[src/rtl/hazard_control_unit_if.sv]
// Pipeline hazard control bus.
// Carries the hazard-detection inputs (load in EXE, register numbers in ID,
// branch outcome, data-memory handshake) toward the control unit, and the
// pipeline-register enables, flush/bubble controls, counters and state back.
// master: pipeline side (drives hazard inputs, receives controls)
// slave : hazard_control_unit (receives hazard inputs, drives controls)
interface hazard_control_unit_if;
  logic        ID_EXE_MemRd;
  logic [2:0]  ID_EXE_rt;
  logic [2:0]  IF_ID_rs;
  logic [2:0]  IF_ID_rt;
  logic        IF_ID_UseRt;
  logic        EXE_BrTaken;
  logic        MEM_Req;
  logic        MEM_Ready;
  logic        PC_Wr;
  logic        IF_ID_Wr;
  logic        IF_ID_Flush;
  logic        ID_EXE_Bubble;
  logic        EXE_MEM_Wr;
  logic        MEM_WB_Wr;
  logic [15:0] StallCnt;
  logic [15:0] FlushCnt;
  logic [1:0]  State;

  modport master (
    output ID_EXE_MemRd, ID_EXE_rt, IF_ID_rs, IF_ID_rt, IF_ID_UseRt,
           EXE_BrTaken, MEM_Req, MEM_Ready,
    input  PC_Wr, IF_ID_Wr, IF_ID_Flush, ID_EXE_Bubble, EXE_MEM_Wr,
           MEM_WB_Wr, StallCnt, FlushCnt, State
  );

  modport slave (
    input  ID_EXE_MemRd, ID_EXE_rt, IF_ID_rs, IF_ID_rt, IF_ID_UseRt,
           EXE_BrTaken, MEM_Req, MEM_Ready,
    output PC_Wr, IF_ID_Wr, IF_ID_Flush, ID_EXE_Bubble, EXE_MEM_Wr,
           MEM_WB_Wr, StallCnt, FlushCnt, State
  );
endinterface

[src/rtl/hazard_control_unit.sv]
// Hazard control unit for a 5-stage pipeline.
// Resolves memory freeze, taken-branch flush and load-use stall with priority
// freeze > branch > load-use. Controls are Mealy (combinational from state
// and inputs). Saturating counters track stall and flush cycles.
// Ports:
//   clk  - rising-edge clock
//   rst  - asynchronous active-high reset; forces RUN, zero counters and
//          all controls low while asserted
//   bus  - hazard_control_unit_if.slave (hazard inputs in, controls out)
module hazard_control_unit (
  input  logic                 clk,
  input  logic                 rst,
  hazard_control_unit_if.slave bus
);

  localparam int unsigned CNT_W   = 16;
  localparam logic [CNT_W-1:0] CNT_MAX = '1;

  typedef enum logic [1:0] {
    RUN     = 2'b00,
    LDSTALL = 2'b01,
    MEMWAIT = 2'b10
  } state_e;

  state_e           state_q, state_d;
  logic [CNT_W-1:0] stall_cnt_q, stall_cnt_d;
  logic [CNT_W-1:0] flush_cnt_q, flush_cnt_d;

  logic freeze;
  logic hazard;
  logic hazard_blocked;
  logic illegal_state;
  logic pc_wr, if_id_wr, if_id_flush, id_exe_bubble, exe_mem_wr, mem_wb_wr;

  // Hazard conditions; register 0 is not special here.
  always_comb begin
    freeze = bus.MEM_Req & ~bus.MEM_Ready;
    hazard = bus.ID_EXE_MemRd &
             ((bus.ID_EXE_rt == bus.IF_ID_rs) |
              (bus.IF_ID_UseRt & (bus.ID_EXE_rt == bus.IF_ID_rt)));
  end

  // Next state and Mealy controls.
  always_comb begin
    pc_wr          = 1'b1;
    if_id_wr       = 1'b1;
    if_id_flush    = 1'b0;
    id_exe_bubble  = 1'b0;
    exe_mem_wr     = 1'b1;
    mem_wb_wr      = 1'b1;
    state_d        = RUN;
    hazard_blocked = 1'b0;
    illegal_state  = 1'b0;

    case (state_q)
      RUN, MEMWAIT: hazard_blocked = 1'b0;
      // The stalled load has moved on; one bubble per load-use is enough.
      LDSTALL:      hazard_blocked = 1'b1;
      default:      illegal_state  = 1'b1;
    endcase

    if (freeze) begin
      pc_wr      = 1'b0;
      if_id_wr   = 1'b0;
      exe_mem_wr = 1'b0;
      mem_wb_wr  = 1'b0;
      state_d    = MEMWAIT;
    end else if (bus.EXE_BrTaken) begin
      if_id_flush   = 1'b1;
      id_exe_bubble = 1'b1;
      state_d       = RUN;
    end else if (hazard && !hazard_blocked) begin
      pc_wr         = 1'b0;
      if_id_wr      = 1'b0;
      id_exe_bubble = 1'b1;
      state_d       = LDSTALL;
    end

    if (illegal_state) begin
      state_d = RUN;
    end

    // Reset holds every control low independent of the clock.
    if (rst) begin
      pc_wr         = 1'b0;
      if_id_wr      = 1'b0;
      if_id_flush   = 1'b0;
      id_exe_bubble = 1'b0;
      exe_mem_wr    = 1'b0;
      mem_wb_wr     = 1'b0;
    end
  end

  // Saturating event counters.
  always_comb begin
    stall_cnt_d = stall_cnt_q;
    flush_cnt_d = flush_cnt_q;
    if (!pc_wr && (stall_cnt_q != CNT_MAX)) begin
      stall_cnt_d = stall_cnt_q + CNT_W'(1);
    end
    if (if_id_flush && (flush_cnt_q != CNT_MAX)) begin
      flush_cnt_d = flush_cnt_q + CNT_W'(1);
    end
  end

  // State and counter registers.
  always_ff @(posedge clk or posedge rst) begin
    if (rst) begin
      state_q     <= RUN;
      stall_cnt_q <= '0;
      flush_cnt_q <= '0;
    end else begin
      state_q     <= state_d;
      stall_cnt_q <= stall_cnt_d;
      flush_cnt_q <= flush_cnt_d;
    end
  end

  assign bus.PC_Wr         = pc_wr;
  assign bus.IF_ID_Wr      = if_id_wr;
  assign bus.IF_ID_Flush   = if_id_flush;
  assign bus.ID_EXE_Bubble = id_exe_bubble;
  assign bus.EXE_MEM_Wr    = exe_mem_wr;
  assign bus.MEM_WB_Wr     = mem_wb_wr;
  assign bus.StallCnt      = stall_cnt_q;
  assign bus.FlushCnt      = flush_cnt_q;
  assign bus.State         = state_q;

endmodule

[src/flat_wrapper.sv]
// flat-port wrapper written by rule: the top's interface ports become plain ports
module hazard_control_unit_flat 
  (clk, rst, bus_ID_EXE_MemRd, bus_ID_EXE_rt, bus_IF_ID_rs, bus_IF_ID_rt, bus_IF_ID_UseRt, bus_EXE_BrTaken, bus_MEM_Req, bus_MEM_Ready, bus_PC_Wr, bus_IF_ID_Wr, bus_IF_ID_Flush, bus_ID_EXE_Bubble, bus_EXE_MEM_Wr, bus_MEM_WB_Wr, bus_StallCnt, bus_FlushCnt, bus_State);
  hazard_control_unit_if bus_i ();
  input  logic clk;
  input  logic rst;
  input wire logic [$bits(bus_i.ID_EXE_MemRd)-1:0] bus_ID_EXE_MemRd;
  input wire logic [$bits(bus_i.ID_EXE_rt)-1:0] bus_ID_EXE_rt;
  input wire logic [$bits(bus_i.IF_ID_rs)-1:0] bus_IF_ID_rs;
  input wire logic [$bits(bus_i.IF_ID_rt)-1:0] bus_IF_ID_rt;
  input wire logic [$bits(bus_i.IF_ID_UseRt)-1:0] bus_IF_ID_UseRt;
  input wire logic [$bits(bus_i.EXE_BrTaken)-1:0] bus_EXE_BrTaken;
  input wire logic [$bits(bus_i.MEM_Req)-1:0] bus_MEM_Req;
  input wire logic [$bits(bus_i.MEM_Ready)-1:0] bus_MEM_Ready;
  output wire logic [$bits(bus_i.PC_Wr)-1:0] bus_PC_Wr;
  output wire logic [$bits(bus_i.IF_ID_Wr)-1:0] bus_IF_ID_Wr;
  output wire logic [$bits(bus_i.IF_ID_Flush)-1:0] bus_IF_ID_Flush;
  output wire logic [$bits(bus_i.ID_EXE_Bubble)-1:0] bus_ID_EXE_Bubble;
  output wire logic [$bits(bus_i.EXE_MEM_Wr)-1:0] bus_EXE_MEM_Wr;
  output wire logic [$bits(bus_i.MEM_WB_Wr)-1:0] bus_MEM_WB_Wr;
  output wire logic [$bits(bus_i.StallCnt)-1:0] bus_StallCnt;
  output wire logic [$bits(bus_i.FlushCnt)-1:0] bus_FlushCnt;
  output wire logic [$bits(bus_i.State)-1:0] bus_State;
  assign bus_i.ID_EXE_MemRd = bus_ID_EXE_MemRd;
  assign bus_i.ID_EXE_rt = bus_ID_EXE_rt;
  assign bus_i.IF_ID_rs = bus_IF_ID_rs;
  assign bus_i.IF_ID_rt = bus_IF_ID_rt;
  assign bus_i.IF_ID_UseRt = bus_IF_ID_UseRt;
  assign bus_i.EXE_BrTaken = bus_EXE_BrTaken;
  assign bus_i.MEM_Req = bus_MEM_Req;
  assign bus_i.MEM_Ready = bus_MEM_Ready;
  assign bus_PC_Wr = bus_i.PC_Wr;
  assign bus_IF_ID_Wr = bus_i.IF_ID_Wr;
  assign bus_IF_ID_Flush = bus_i.IF_ID_Flush;
  assign bus_ID_EXE_Bubble = bus_i.ID_EXE_Bubble;
  assign bus_EXE_MEM_Wr = bus_i.EXE_MEM_Wr;
  assign bus_MEM_WB_Wr = bus_i.MEM_WB_Wr;
  assign bus_StallCnt = bus_i.StallCnt;
  assign bus_FlushCnt = bus_i.FlushCnt;
  assign bus_State = bus_i.State;
  hazard_control_unit u_core (.clk(clk), .rst(rst), .bus(bus_i));
endmodule
[config.mk]
export PLATFORM = sky130hd
export DESIGN_NAME = hazard_control_unit_flat
export DESIGN_NICKNAME = d
export VERILOG_FILES = /design/src/rtl/hazard_control_unit_if.sv /design/src/rtl/hazard_control_unit.sv /design/src/flat_wrapper.sv
export SDC_FILE = /design/constraint.sdc
export NUM_CORES = 1
export LEC_CHECK = 0
export ABC_AREA = 1
export BUFFER_PORTS_ARGS = -buffer_cell sky130_fd_sc_hd__buf_2
export CORE_MARGIN = 5
export CORE_UTILIZATION = 32
export CTS_CLUSTER_DIAMETER = 50
export DETAILED_ROUTE_END_ITERATION = 10
export HOLD_SLACK_MARGIN = 0.02
export PLACE_DENSITY = 0.5
export SYNTH_ARGS = -nofsm -noshare
export SYNTH_HDL_FRONTEND = slang
export SYNTH_SLANG_ARGS = --single-unit
[constraint.sdc]
create_clock -name clk -period 2.32 [get_ports clk]
set_clock_uncertainty 0.15 [all_clocks]
set_input_delay 0.232 -clock clk [delete_from_list [all_inputs] [get_ports clk]]
set_output_delay 0.232 -clock clk [all_outputs]
set_load 0.05 [all_outputs]
==> impl_metrics.py, run 1 <==
metrics = {
    "sta": {
        "setup-violations-final": 0,
        "finalCritPeriodShare_pct": 90.37,
        "timing.fmax_mhz": 477.0,
        "rsz0062_at_grt": "no",
        "max_slew_margin_pct": 69.94,
        "fin_crit_ns": 2.097,
        "setup_ws_ns": 0.2234,
        "hold_viol": 0,
        "slew_viol_final": 0,
        "setup_tns_ns": 0,
        "worstMarginPinSlew_ns": 0.4509,
    },
    "layout": {
        "final_cells": 456,
        "drive_gt1_share_pct": 30.28,
        "fin_util_pct": 39.91,
        "antennaDiodeCount": 0,
        "area_growth_pct": 21.12,
        "fillers": 753,
        "seq_area_sq_um": 850.8,
        "multi_input_area_sq_um": 1210,
        "finalNetCount": 377,
    },
    "grt": {
        "grt_overflow": 0,
        "grt_pass1_vias": 2035,
        "grtUsageTotal_pct": 13.02,
        "grt_pass1_wl_mm": 9.273,
        "grt_max_degree": 35,
        "antenna_found_initial": 0,
    },
    "detailed_routing": {
        "routed_wl_mm": 5.210,
        "vias": 2016,
        "drc": 0,
        "wl_per_cell_um": 11.43,
        "drtPass1Iterations": 5,
        "initialDrtViolationCount": 37,
        "viasPerCell": 4.421,
        "postRouteAntennaNets": 0,
    },
    "clocking": {
        "clk_path_buf_depth": 2,
        "cts-root-buf": "clkbuf_8",
        "path_clk_slew_ns": 0.08,
        "cts-buffers-inserted": 5,
        "htree_levels": 2,
        "clkSinkCount": 34,
        "cts_tree": "built",
        "clk-insertion-delay-late_ns": 0.29,
        "cts-resized-gates": 0,
    },
    "synth": {
        "ys_types": 28,
        "ys_seq_elements": 34,
        "avgSynthCellArea_sq_um": 7.503,
        "yosysTopAreaCell": "dfrtp_1",
        "synth-async-reset-ratio_pct": 100.0,
        "synth_cells": 300,
        "ys_top_cells_by_count": "93 x nand2_1, 34 x dfrtp_1, 33 x inv_1",
        "synth_area_leaders": "dfrtp_1 38%, nand2_1 16%, nand3_1 6.7%, xor2_1 6.2%, inv_1 5.5%",
        "synth_edf_count": 0,
        "syn_area_sq_um": 2251,
        "synth.most_common_cell": "nand2_1",
        "synth_top_cell_area_share_pct": 37.80,
        "synth_flop_cell": "dfrtp_1",
        "syn_nets": 318,
        "seq_area_frac_synth_pct": 37.80,
        "yosysWarningCount": 0,
    },
    "setup_path": {
        "crit_type": "in2out",
        "rr_worst_depth": 8,
        "r2r-start": "u_core.bus.FlushCnt[0]",
        "endpoint": "bus_PC_Wr",
        "critPathMaxFanout": 19,
        "cp.required_ns": 1.94,
        "rr_endpoint": "u_core.bus.FlushCnt[2]",
        "startpoint": "rst",
        "arrival_ns": 1.71,
        "endpoint_kind": "primary output",
        "critPathLaunchType": "input pin",
        "r2r_slack_ns": 0.42,
    },
    "job": {
        "cap_violations": 0,
    },
    "placement": {
        "gp_congestion": 0.8197,
        "io_buffers": 55,
        "dp_hpwl_mm": 4.002,
        "post-place-ws_ns": 0.4080,
        "dp.cells": 447,
    },
    "power_and_ir_drop": {
        "p_leak_nw": 1.486,
        "power.density_nw_per_um2": 817.1,
        "combPwrFrac_pct": 40.3,
        "sequentialPowerShare_pct": 38.5,
        "swShare_pct": 47.50,
        "intPower_mw": 1.170,
        "vdd_ir_drop_max_mv": 0.4750,
        "switching_power_mw": 1.058,
        "power_frac_clock_pct": 21.2,
        "total_power_mw": 2.228,
    },
    "floorplanning": {
        "coreArea_sq_um": 6832,
        "initial_core_util_pct": 32.95,
        "die_w_um": 93.87,
        "dieHeight_um": 93.87,
        "num_io_pins": 56,
        "die_area_sq_um": 8812,
        "num_rows": 30,
    },
    "hold_path": {
        "hp-start": "bus_EXE_BrTaken",
        "min_path_type": "in2reg",
    },
    "outcome": {
        "status": "completed",
    },
}
==> worst min-delay path by stage <==
| stage | end | slack, ns | cells past startpoint |
|---|---|---|---|
| floorplan | u_core.bus.FlushCnt[0] | 0.04 | 1 |
| global placement | u_core.bus.State[1] | 0.28 | 3 |
| detailed placement | u_core.bus.State[1] | 0.28 | 3 |
| CTS | u_core.bus.State[0] | 0.10 | 4 |
| global route | u_core.bus.State[1] | 0.12 | 3 |
| finish | u_core.bus.State[0] | 0.11 | 4 |
==> per-stage QoR <==
step / hold slack [ns] / instance area (sq um)
after CTS: 0.1024 / 2726
after detailed placement: 0.2805 / 2621
after global placement: 0.2820 / 2621
after global routing: 0.1219 / 2726
after floorplan: 0.03808 / 2281
final: 0.1123 / 2726
==> repair_timing <==
| item | in CTS | in global routing |
|---|---|---|
| hold buffers | 1 | 0 |
| setup buffers | 0 | 0 |
| hold endpoints to repair | 34 | 0 |
==> power by group through the flow <==
stage / combinational [mW] / clock (mW) / sequential (mW)
6_report: 0.898 / 0.472 / 0.858
5_1_grt: 0.970 / 0.521 / 0.882
4_1_cts: 0.910 / 0.492 / 0.857
3_5_place_dp: 0.907 / 0 / 0.867
3_3_place_gp: 0.904 / 0 / 0.867
2_1_floorplan: 0.346 / 0 / 1.21
==> worst max-delay path, stage by stage <==
cell	delay (ns)
dlygate4sd3_1	0.52
buf_2	0.12
clkinvlp_4	0.09
nand2_4	0.09
clkinvlp_4	0.11
nand2_4	0.21
clkinvlp_4	0.12
buf_2	0.21
==> layout by cell type, fill, tap and decap left out, drive strengths merged, types with 2 or more instances in the layout <==
cell,Yosys,layout
a21oi,2,2
buf,6,57
clkbuf,0,6
clkinvlp,0,4
dfrtp,34,34
ha,2,2
inv,37,34
nand2,115,115
nand3,31,31
nand3b,2,2
nand4,5,5
nor2,30,30
nor3,5,5
o21ai,7,7
xnor2,7,7
xor2,16,16
==> per-layer routing <==
metal / GRT usage, % / vias to the layer above / part of all wire, %
li1: - / 1043 / -
met1: 16.39 / 917 / 46
met2: 21.76 / 46 / 48
met3: 3.205 / 10 / 4.9
met4: 4.212 / 0 / 1.3
met5: 0 / - / 0
==> registers in the layout, summed over array words and instances, names as in the netlist <==
register             flops
u_core.bus.FlushCnt     16
u_core.bus.StallCnt     16
u_core.bus.State         2
==> kinds of logic after synthesis <==
family,after synthesis,synth area share [%]
simple gates,188,40.35
buf+inv,43,8.782
flops,34,37.80
xor+xnor,23,8.949
compound gates,10,3.001
fa+ha+maj,2,1.112
==> layout make-up <==
cell class,count,share of cell area (%)
Multi-Input combinational cell,223,44.38
Sequential cell,34,31.21
Timing Repair Buffer,58,11.01
Inverter,37,5.507
Tap cell,96,4.406
Clock buffer,6,3.029
Clock inverter,2,0.4589
(Power assumes the default switching activity.)
==> run 2, diff against run 1 <==
Settings changed: CORE_ASPECT_RATIO set to 0.9.
==> run 2 against run 1 <==
Effect of this change:
- worst hold slack better by 0.0038 ns
- flip-flop and latch count stayed put
- sequential share of layout area is 0.086 points higher
- wire length is 7.0% higher
- maximum frequency is 1.6% lower
- final cell count is 0.66% lower
- via count is 1.5% lower
- global-route usage is 0.34 points higher
- critical path depth stayed put
- first-iteration DRC count is 73% higher
- core utilization is 0.88 points lower
- clock-buffer cell count is 1 higher
- largest power group unchanged
==> impl_metrics.py, run 2 (synthesized netlist as in run 1, its figures left out) <==
metrics = {
    "outcome": {
        "status": "completed",
    },
    "layout": {
        "final_cell_mix": "92 x nand2_1, 55 x buf_2, 34 x dfrtp_1, 30 x inv_1, 30 x nand3_1",
        "seq_area_sq_um": 850.8,
        "drive_gt1_share_pct": 30.00,
        "area_growth_pct": 20.79,
        "multi_input_area_sq_um": 1210,
        "layout_commonest_cell": "nand2_1",
        "final_cell_area_sq_um": 2719,
        "finalNetCount": 377,
        "fillers": 771,
        "antennaDiodeCount": 0,
    },
    "power_and_ir_drop": {
        "switching_power_mw": 1.065,
        "sequentialPowerShare_pct": 38.8,
        "combPwrFrac_pct": 40.3,
        "power.density_nw_per_um2": 822.5,
        "p_leak_nw": 1.488,
        "power_frac_clock_pct": 20.8,
        "total_power_mw": 2.236,
        "vdd_ir_drop_max_mv": 0.5647,
        "swShare_pct": 47.63,
        "intPower_mw": 1.171,
    },
    "sta": {
        "fin_crit_ns": 2.131,
        "timing.fmax_mhz": 469.3,
        "hold_viol": 0,
        "max_slew_margin_pct": 69.46,
        "finalCritPeriodShare_pct": 91.84,
        "setup-violations-final": 0,
        "slew_viol_final": 0,
        "setup_tns_ns": 0,
        "worstMarginPinSlew_ns": 0.4581,
        "rsz0062_at_grt": "no",
    },
    "setup_path": {
        "arrival_ns": 1.75,
        "critPathLaunchType": "input pin",
        "critical_path.cell_chain": "dlygate4sd3_1 -> buf_2 -> clkinvlp_4 -> nand2_4 -> clkinvlp_4 -> nand2_4 -> clkinvlp_4 -> buf_2",
        "r2r_slack_ns": 0.47,
        "cp_common_cell": "clkinvlp_4",
        "critPathMaxFanout": 19,
        "cp.required_ns": 1.94,
        "endpoint_kind": "primary output",
        "critPathSlowestCell": "dlygate4sd3_1",
        "slowest_delay_ns": 0.52,
        "crit_type": "in2out",
    },
    "detailed_routing": {
        "initialDrtViolationCount": 64,
        "wl_met3_um": 301,
        "vias": 1986,
        "wl_met1_mm": 2.661,
        "highest_layer": "met4",
        "dr_wl_met2_mm": 2.539,
        "drc": 0,
        "routed_wl_mm": 5.573,
        "postRouteAntennaNets": 0,
        "wl_per_cell_um": 12.30,
        "viasPerCell": 4.384,
        "drtPass1Iterations": 4,
    },
    "floorplanning": {
        "coreArea_sq_um": 6967,
        "initial_core_util_pct": 32.31,
        "die_w_um": 98.41,
        "num_rows": 29,
        "dieHeight_um": 89.57,
        "num_io_pins": 56,
        "die_area_sq_um": 8814,
    },
    "clocking": {
        "htree_levels": 2,
        "clk-insertion-delay-late_ns": 0.29,
        "clk_path_buf_depth": 2,
        "cts-buffers-inserted": 5,
        "cts_tree": "built",
        "cts-root-buf": "clkbuf_8",
        "path_clk_slew_ns": 0.07,
        "cts-resized-gates": 0,
        "clkSinkCount": 34,
    },
    "grt": {
        "grt_max_degree": 35,
        "grt_pass1_wl_mm": 9.377,
        "grt_pass1_vias": 1962,
        "antenna_found_initial": 0,
        "grt_overflow": 0,
        "grtUsageTotal_pct": 13.36,
    },
    "hold_path": {
        "min_path_type": "in2reg",
    },
    "placement": {
        "io_buffers": 55,
        "post_dp_cell_area_sq_um": 2618,
        "dp_hpwl_mm": 4.204,
        "gp_congestion": 0.8526,
    },
    "job": {
        "cap_violations": 0,
    },
}
==> run 2: per-stage QoR <==
stage	instances	worst slack (ns)	hold slack [ns]	util [%]
finish	453	0.1893	0.1160	39.03
floorplan	300	-0.1933	0.03808	-
global route	453	0.06955	0.1451	39.03
detailed placement	444	0.4668	0.2990	37.57
CTS	453	0.1572	0.1079	39.03
global placement	444	0.5213	0.2867	37.57
==> run 2: power groups by stage <==
stage	clock, mW	combinational (mW)	sequential (mW)
3_5_place_dp	0	0.911	0.875
5_1_grt	0.509	0.977	0.885
6_report	0.466	0.902	0.869
3_3_place_gp	0	0.909	0.871
2_1_floorplan	0	0.346	1.21
4_1_cts	0.484	0.916	0.865
==> run 2: repair_timing <==
item / 4_1_cts / 5_1_grt
setup buffers: 0 / 0
hold endpoints to repair: 34 / 0
hold buffers: 1 / 0
==> run 2: worst paths after layout <==
kind	cells past startpoint	startpoint	to
min	4	bus_EXE_BrTaken	u_core.bus.State[0]
max reg2reg	8	u_core.bus.FlushCnt[0]	u_core.bus.FlushCnt[2]
min reg2reg	1	u_core.bus.State[0]	u_core.bus.State[1]
max in group asynchronous	4	rst	u_core.bus.FlushCnt[0]
max	8	rst	bus_IF_ID_Wr
min in group asynchronous	4	rst	u_core.bus.StallCnt[6]
==> run 2: critical path, delay by kind of cell <==
family / cells / cell delay [ns]
and+or+nand+nor: 2 / 0.31
buffers and inverters: 6 / 1.20
==> run 2: cell type report <==
type                            instances  share of cell area (%)
Clock buffer                            7                   3.175
Clock inverter                          1                  0.1841
Inverter                               37                   5.522
Multi-Input combinational cell        223                   44.50
Sequential cell                        34                   31.29
Tap cell                               93                   4.280
Timing Repair Buffer                   58                   11.04
==> run 2: per-layer routing <==
metal	vias to the layer above	GRT usage, %
li1	1044	-
met1	882	17.45
met2	52	21.67
met3	8	3.432
met4	0	4.715
met5	-	0
